===== src/rtl/cpu_defs.sv =====
// Shared core definitions: PCSrc encodings (common with the decode control
// unit), fixed vector addresses and the IF/ID pipeline register layout.
package cpu_defs;

    localparam logic [2:0] PCSRC_SEQ    = 3'b000;
    localparam logic [2:0] PCSRC_BRANCH = 3'b001;
    localparam logic [2:0] PCSRC_JUMP   = 3'b010;
    localparam logic [2:0] PCSRC_JR     = 3'b011;
    localparam logic [2:0] PCSRC_IRQ    = 3'b100;
    localparam logic [2:0] PCSRC_EXC    = 3'b101;

    localparam logic [31:0] RESET_PC  = 32'h8000_0000;
    localparam logic [31:0] IRQ_VEC   = 32'h8000_0004;
    localparam logic [31:0] EXC_VEC   = 32'h8000_0008;
    localparam logic [31:0] NOP_INSTR = 32'h0000_0000;

    typedef struct packed {
        logic [31:0] pc;
        logic [31:0] pc_plus4;
        logic [31:0] instr;
        logic        valid;
    } if_id_t;

endpackage


===== src/rtl/if_stage_if.sv =====
// Instruction-memory port of the fetch stage.
// Protocol: no valid/ready; the fetch stage always presents imem_addr and the
// memory returns imem_rdata combinationally in the same cycle.
interface if_stage_if;
    logic [31:0] imem_addr;
    logic [31:0] imem_rdata;

    modport master (output imem_addr, input imem_rdata);
    modport slave  (input imem_addr, output imem_rdata);
endinterface


===== src/rtl/if_id_reg.sv =====
// IF/ID pipeline register. Bubble beats load, load beats hold; a bubble is a
// cleared entry, which leaves a nop in ID that never redirects the PC.
module if_id_reg
    import cpu_defs::*;
(
    input  logic   clk,
    input  logic   reset,
    input  logic   load_i,
    input  logic   bubble_i,
    input  if_id_t d_i,
    output if_id_t q_o
);

    if_id_t q_q;

    always_ff @(posedge clk) begin
        if (!reset) begin
            q_q <= '{pc: 32'h0, pc_plus4: 32'h0, instr: NOP_INSTR, valid: 1'b0};
        end else if (bubble_i) begin
            q_q <= '{pc: 32'h0, pc_plus4: 32'h0, instr: NOP_INSTR, valid: 1'b0};
        end else if (load_i) begin
            q_q <= d_i;
        end
    end

    assign q_o = q_q;

endmodule


===== src/rtl/if_stage.sv =====
// Instruction-fetch stage: PC register, next-PC selection, IF/ID register and
// the latched external interrupt request presented to decode control.
module if_stage #(
    parameter logic [31:0] RESET_PC = cpu_defs::RESET_PC,
    parameter logic [31:0] IRQ_VEC  = cpu_defs::IRQ_VEC,
    parameter logic [31:0] EXC_VEC  = cpu_defs::EXC_VEC
) (
    input  logic              clk,
    input  logic              reset,
    if_stage_if.master        imem,
    input  logic              stall,
    input  logic [2:0]        id_pcsrc,
    input  logic [31:0]       jr_target,
    input  logic              ex_branch_taken,
    input  logic [31:0]       ex_branch_target,
    input  logic              irq,
    output logic              irq_take,
    output logic [31:0]       if_id_pc,
    output logic [31:0]       if_id_pc_plus4,
    output logic [31:0]       if_id_instr,
    output logic              if_id_valid,
    output logic              flush_id_ex,
    output logic              dbg_irq_pending_o
);

    logic [31:0]      pc_q, pc_d;
    logic             irq_pending_q, irq_pending_d;
    logic [31:0]      pc_plus4;
    logic [31:0]      jump_target;
    logic             id_load, id_bubble, irq_clear;
    cpu_defs::if_id_t id_d, id_q;

    // Kernel bit is sticky on sequential fetch; the low 31 bits wrap.
    assign pc_plus4    = {pc_q[31], pc_q[30:0] + 31'd4};
    assign jump_target = {id_q.pc_plus4[31:28], id_q.instr[25:0], 2'b00};

    always_comb begin
        pc_d      = pc_q;
        id_load   = 1'b0;
        id_bubble = 1'b0;
        irq_clear = 1'b0;
        if (ex_branch_taken) begin
            pc_d      = ex_branch_target;
            id_bubble = 1'b1;
        end else if (stall) begin
            pc_d = pc_q;
        end else if (id_q.valid && id_pcsrc == cpu_defs::PCSRC_IRQ) begin
            pc_d      = IRQ_VEC;
            id_bubble = 1'b1;
            irq_clear = 1'b1;
        end else if (id_q.valid && id_pcsrc == cpu_defs::PCSRC_EXC) begin
            pc_d      = EXC_VEC;
            id_bubble = 1'b1;
        end else if (id_q.valid && id_pcsrc == cpu_defs::PCSRC_JUMP) begin
            pc_d      = jump_target;
            id_bubble = 1'b1;
        end else if (id_q.valid && id_pcsrc == cpu_defs::PCSRC_JR) begin
            pc_d      = jr_target;
            id_bubble = 1'b1;
        end else begin
            pc_d    = pc_plus4;
            id_load = 1'b1;
        end
    end

    // A new request in the same cycle as the take keeps the latch set.
    assign irq_pending_d = (irq_pending_q & ~irq_clear) | irq;

    always_ff @(posedge clk) begin
        if (!reset) begin
            pc_q          <= RESET_PC;
            irq_pending_q <= 1'b0;
        end else begin
            pc_q          <= pc_d;
            irq_pending_q <= irq_pending_d;
        end
    end

    assign id_d = '{pc: pc_q, pc_plus4: pc_plus4, instr: imem.imem_rdata, valid: 1'b1};

    if_id_reg u_if_id_reg (
        .clk      (clk),
        .reset    (reset),
        .load_i   (id_load),
        .bubble_i (id_bubble),
        .d_i      (id_d),
        .q_o      (id_q)
    );

    // id_pcsrc is deliberately absent here: control derives it from irq_take.
    assign irq_take = irq_pending_q & id_q.valid & ~id_q.pc[31] & ~stall & ~ex_branch_taken;

    assign imem.imem_addr    = pc_q;
    assign if_id_pc          = id_q.pc;
    assign if_id_pc_plus4    = id_q.pc_plus4;
    assign if_id_instr       = id_q.instr;
    assign if_id_valid       = id_q.valid;
    assign flush_id_ex       = ex_branch_taken;
    assign dbg_irq_pending_o = irq_pending_q;

endmodule


===== src/flat_wrapper.sv =====
// flat-port wrapper written by rule: the top's interface ports become plain ports
module if_stage_flat 
#(
    parameter logic [31:0] RESET_PC = cpu_defs::RESET_PC,
    parameter logic [31:0] IRQ_VEC  = cpu_defs::IRQ_VEC,
    parameter logic [31:0] EXC_VEC  = cpu_defs::EXC_VEC
)
  (clk, reset, stall, id_pcsrc, jr_target, ex_branch_taken, ex_branch_target, irq, irq_take, if_id_pc, if_id_pc_plus4, if_id_instr, if_id_valid, flush_id_ex, dbg_irq_pending_o, imem_imem_addr, imem_imem_rdata);
  if_stage_if imem_i ();
  input  logic clk;
  input  logic reset;
  input  logic stall;
  input  logic [2:0] id_pcsrc;
  input  logic [31:0] jr_target;
  input  logic ex_branch_taken;
  input  logic [31:0] ex_branch_target;
  input  logic irq;
  output logic irq_take;
  output logic [31:0] if_id_pc;
  output logic [31:0] if_id_pc_plus4;
  output logic [31:0] if_id_instr;
  output logic if_id_valid;
  output logic flush_id_ex;
  output logic dbg_irq_pending_o;
  output wire logic [$bits(imem_i.imem_addr)-1:0] imem_imem_addr;
  input wire logic [$bits(imem_i.imem_rdata)-1:0] imem_imem_rdata;
  assign imem_imem_addr = imem_i.imem_addr;
  assign imem_i.imem_rdata = imem_imem_rdata;
  if_stage #(.RESET_PC(RESET_PC), .IRQ_VEC(IRQ_VEC), .EXC_VEC(EXC_VEC)) u_core (.clk(clk), .reset(reset), .imem(imem_i), .stall(stall), .id_pcsrc(id_pcsrc), .jr_target(jr_target), .ex_branch_taken(ex_branch_taken), .ex_branch_target(ex_branch_target), .irq(irq), .irq_take(irq_take), .if_id_pc(if_id_pc), .if_id_pc_plus4(if_id_pc_plus4), .if_id_instr(if_id_instr), .if_id_valid(if_id_valid), .flush_id_ex(flush_id_ex), .dbg_irq_pending_o(dbg_irq_pending_o));
endmodule

===== config.mk =====
export PLATFORM = sky130hd
export DESIGN_NAME = if_stage_flat
export DESIGN_NICKNAME = d
export VERILOG_FILES = /design/src/rtl/cpu_defs.sv /design/src/rtl/if_stage_if.sv /design/src/rtl/if_id_reg.sv /design/src/rtl/if_stage.sv /design/src/flat_wrapper.sv
export SDC_FILE = /design/constraint.sdc
export NUM_CORES = 1
export LEC_CHECK = 0
export ABC_AREA = 1
export BUFFER_PORTS_ARGS = -buffer_cell sky130_fd_sc_hd__buf_2
export CAP_MARGIN = 20
export CORE_MARGIN = 2
export CORE_UTILIZATION = 40
export CTS_CLUSTER_DIAMETER = 200
export DETAILED_ROUTE_END_ITERATION = 7
export PLACE_DENSITY = 0.67
export SLEW_MARGIN = 20
export SYNTH_ARGS = -nofsm -noshare
export SYNTH_HDL_FRONTEND = slang
export SYNTH_SLANG_ARGS = --single-unit

===== constraint.sdc =====
create_clock -name clk -period 2.2 [get_ports clk]
set_clock_uncertainty 0.2 [all_clocks]
set_input_delay 0.33 -clock clk [delete_from_list [all_inputs] [get_ports clk]]
set_output_delay 0.33 -clock clk [all_outputs]
set_load 0.02 [all_outputs]

# --- Word-level counts from Yosys, hierarchy flattened ---
# Index checks and enable logic that the tools add are counted.
word_totals:
  regBits: 130
  inputBits: 104
  out_inout_bits: 132
  wordCells: 52
classes:
  addsub: 1
  eq_ne: 5
  muxes: 21
  bitwise_logic: 11
  reduce_logical: 7
op_table:
  columns: ["cell", "count"]
  rows:
  - ["32-bit two-way mux", 6]
  - ["31-bit by 3-bit adder with 31-bit output, second input constant", 1]
  - ["1-bit two-way mux", 15]
  - ["3-bit by 2-bit equality test with 1-bit output, second input constant", 2]
  - ["3-bit equality test, second input constant", 2]
  - ["1-bit bitwise AND", 5]
  - ["1-bit NOT", 5]
  - ["5-bit nonzero test", 1]
  - ["1-bit logical AND", 4]
  - ["2-bit by 1-bit inequality test with 1-bit output, second input constant", 1]
  - ["2-bit AND reduction", 1]
  - ["2-bit OR reduction", 1]
  - ["1-bit OR", 1]

# --- Depth between registers and ports, before layout ---
depth:
  depth_word: 9
  mapped_depth: 11
  mapped_depth_nobuf: 11

# --- Hierarchy ---
# From an unflattened synthesis, not the netlist that was laid out.
hier_totals:
  hier_cells: 964
  area_unflattened_um2: 6632.6
by_module_without_submodules:
  columns: ["mod", "instances", "cells_per_inst", "area_each_um2", "seq_area_each_um2"]
  rows:
  - ["if_id_reg", 1, 422, 3440.8, 1941.9]
  - ["if_stage", 1, 542, 3191.8, 660.6]

# --- Worst setup path before layout ---
# Ideal clock, no wire load.
synth_path:
  path_kind: "register to register"
  from: "register u_core.u_if_id_reg.q_q (netlist bit u_core.u_if_id_reg.q_o[0])"
  to: "register u_core.pc_q[4] (netlist: u_core.imem.imem_addr[4])"
  setup_ps: 128
  t_arrival_ps: 1448
  required_time_ps: 1872
  slack_ps: 425
  path_stages_with_launch: 8
  path_buffers: 1
  period_less_slack_ps: 1775
  cell_sequence: "dfxtp_1 inv_2 nor3_4 nand2_1 buf_2 or2_0 a31oi_1 nor2_1"
synth_between:
  elab_chain_cells: 7
  word_cells_on_any_way: 10
  cone_classes: "mux: 6; reduce/logical: 4"
synth_rtl:
  columns: ["element", "line_no", "rtl"]
  rows:
  - ["start: declaration", "if_id_reg.sv:14", "if_id_t q_q;"]
  - ["start signal: assignment", "if_id_reg.sv:18", "q_q <= '{pc: 32'h0, pc_plus4: 32'h0, instr: NOP_INSTR, valid: 1'b0};"]
  - ["start signal: assignment", "if_id_reg.sv:20", "q_q <= '{pc: 32'h0, pc_plus4: 32'h0, instr: NOP_INSTR, valid: 1'b0};"]
  - ["start signal: assignment", "if_id_reg.sv:22", "q_q <= d_i;"]
  - ["1-bit logical AND", "if_stage.sv:57", "end else if (id_q.valid && id_pcsrc == cpu_defs::PCSRC_JR) begin"]
  - ["32-bit two-way mux", "if_stage.sv:57", null]
  - ["32-bit two-way mux", "if_stage.sv:54", "end else if (id_q.valid && id_pcsrc == cpu_defs::PCSRC_JUMP) begin"]
  - ["32-bit two-way mux", "if_stage.sv:51", "end else if (id_q.valid && id_pcsrc == cpu_defs::PCSRC_EXC) begin"]
  - ["32-bit two-way mux (*)", "if_stage.sv:47", "end else if (id_q.valid && id_pcsrc == cpu_defs::PCSRC_IRQ) begin"]
  - ["32-bit two-way mux (*)", "if_stage.sv:45", "end else if (stall) begin"]
  - ["32-bit two-way mux (*)", "if_stage.sv:42", "if (ex_branch_taken) begin"]
  - ["end signal: assignment", "if_stage.sv:74", "pc_q <= pc_d;"]
  - ["end: declaration", "if_stage.sv:26", "logic [31:0] pc_q, pc_d;"]
# Every way passes the cells marked *; elsewhere a longest branch is shown, timed or not. The select of a mux whose other input is x is not followed.
# A chain may end at the register's enable or synchronous reset.

# --- Final worst setup path ---
layout_path:
  from: "register u_core.pc_q[12] (netlist: u_core.imem.imem_addr[12])"
  to: "register u_core.u_if_id_reg.q_q (netlist bit u_core.u_if_id_reg.q_o[63])"
layout_between:
  elab_chain_cells: 1
layout_rtl:
  columns: ["element", "line_no", "rtl"]
  rows:
  - ["31-bit by 3-bit adder with 31-bit output", "if_stage.sv:34", "assign pc_plus4 = {pc_q[31], pc_q[30:0] + 31'd4};"]
# No other way between the ends.

==> metrics.cfg <==
[sta]
tightest_slew_ns = 0.441
fmax_mhz = 508
rsz0062_at_grt = no
period_minus_slack_ns = 1.97
setup_viol = 0
fin_crit_sh = 0.895
hold_viol = 0
slew-limit-headroom = 0.706
final-max-slew-violation-count = 0
worst_slack_ns = 0.232
fin_setup_tns_ns = 0

[placed_design]
dp_hpwl_mm = 16.8
routabilityCongestion = 0.971
port_buffers = 235
placed_cell_area_um2 = 7540
place_ws_ns = 0.263

[yosys]
synth_warnings = 0
yosysSeqAreaShare = 0.400
synth_top_area_cell = dfxtp_1
post_synth.cell_area_avg_um2 = 6.61
async_flop_share = 0
netlist_instances = 961
synth_area_leaders = dfxtp_1 40%, nand2_1 18%, a21oi_1 9.5%
syn_nets = 1066
mappedNetlistArea_um2 = 6350
synthFlopType = dfxtp_1
synth-edff-count = 0
synth_seq_cells = 127
synth_top_area_frac = 0.400
ys_types = 35

[pwr]
p_leak_nw = 4.01
total_power_w = 0.00602
power_density_nw_per_um2 = 710
ir_drop_mv = 0.511

[layout]
final_util = 0.539
syn_to_final_growth_pct = 33.4
multiInputGateArea_um2 = 3000
finalNetCount = 1303
stdcell_area_um2 = 8480
seq_area_um2 = 2540
fillerInstances = 1602
final_common_cell = nand2_1
antenna_cells = 0
final_layout_size_suffix_gt1_frac = 0.258
final_cell_mix = 307 x nand2_1, 235 x buf_2, 127 x dfxtp_1

[routing]
postRouteAntennaNets = 0
vias = 7052
drtIter0Drc = 544
wl_per_cell_um = 15.8
dr.pass1.iters = 5
drc = 0
avgViaCountPerCell = 4.95
drt_wl_total_mm = 22.5

[status]
status = finished clean

[critical_path]
arrival_ns = 2.07
cp_cell_sequence = nand2_1, nor2_1, nand2_1, nor2_1, nand2_1, nand2_1, nand2_1, o21ai_0, inv_1
crit_buf_inv = 1
startpoint_type = register
crit_type = reg -> reg
crit_fanout = 5
crit_family = simple AND/OR/NAND/NOR gates
worst_ep_required_time_ns = 2.31
max_stage_delay_ns = 0.45
worstSetupEndpointType = register
crit_top_cell = nand2_1
worst_path_max_delay_cell = dfxtp_1

[grt]
grt_first_pass_wirelength_mm = 34.1
gr-total-overflow = 0
grt_usage = 0.264
antenna_found_initial = 1
grt_max_degree = 66
grt_pass1_vias = 6485

[cts]
htree_levels = 4
cts_buffers = 17
cts_buffer_depth = 2
postCtsResizedCells = 0
insertion_delay_ns = 0.42
cts_root_buf = clkbuf_16
clkSlewWorstSetupHoldPaths_ns = 0.05
cts_tree = done
clkSinkCount = 127

[floorplan]
chipWidth_um = 130
ioPinCount = 236
core-area_um2 = 15700
initial_utilization = 0.404
rows = 46
die_h_um = 130
die-area_um2 = 16900

[run]
max-cap-violations = 0

[min_path]
min_path_type = in -> reg

[report_power, final]
part,internal (W),leakage (nW),switching (W),total [W]
combinational,0.000321,2.71,0.000532,0.000854
sequential,0.00239,1.04,0.0000870,0.00248
clock,0.00168,0.274,0.00100,0.00268
[tightest hold or removal path: cells and delay by family]
family,cells,cell delay (ns)
AOI/OAI and AO/OA,2,0.18
buffers and inverters,1,0.08
[cell families after synthesis]
logic type,synth area share
flip-flops,0.400
adder cells (fa/ha/maj),0.00197
AO/OA/AOI/OAI,0.179
XOR/XNOR,0.00827
AND/OR/NAND/NOR,0.284
buffers and inverters,0.127
[cells in the mapped netlist (2+ instances only)]
library cell  number
o211ai_1           4
nor2_1            80
nand2_2            2
inv_1             70
nor2_2             3
clkbuf_1          14
a31oi_1            8
buf_4             44
nand4_1            3
nand3b_1           2
buf_2             22
o2bb2ai_1          3
xor2_1             6
o21ai_1           11
nor3_1             2
nand3_1           38
nand3_2            2
nor2_4             2
inv_2             10
a21oi_1          120
nand2_1          307
o21ai_0           68
and2_1             2
dfxtp_1          127
[registers in the layout (all words and copies together), names as in the netlist]
signal	count
u_core.u_if_id_reg.q_o	94
u_core.imem.imem_addr	32
u_core.dbg_irq_pending_o	1
[cell type report]
cell class	count	share of cell area
Clock inverter	5	0.00664
Sequential cell	127	0.300
Tap cell	216	0.0319
Timing Repair Buffer	300	0.212
Clock buffer	24	0.0592
Multi-Input combinational cell	671	0.354
Inverter	81	0.0362
[path summary, 6_finish.rpt]
| path | from | endpoint | slack [ns] | cells after the start |
|---|---|---|---|---|
| setup / recovery | u_core.imem.imem_addr[12] | u_core.u_if_id_reg.q_o[63] | 0.23 | 9 |
| hold reg to reg | u_core.u_if_id_reg.q_o[90] | u_core.u_if_id_reg.q_o[90] | 0.26 | 2 |
| hold / removal | ex_branch_target[0] | u_core.imem.imem_addr[0] | 0.02 | 3 |
| setup reg to reg | u_core.imem.imem_addr[12] | u_core.u_if_id_reg.q_o[63] | 0.23 | 9 |
[routing by layer]
metal,track usage,wire (um),part of all wire
met4,0.0753,410,0.018
met2,0.423,10300,0.46
met5,0,7,0.00031
met1,0.350,9840,0.44
met3,0.0750,1980,0.088
[through the flow]
step	hold slack, ns	std cells
floorplan	0.228	961
global placement	0.250	1357
detailed placement	0.254	1357
CTS	0.0106	1424
global route	0.0486	1424
finish	0.0232	1424
[what timing repair did]
action                    4_1_cts  5_1_grt
hold buffers                   38        0
setup buffers                   0        0
hold endpoints to repair       38        0
Power figures use the tool's default switching activity.
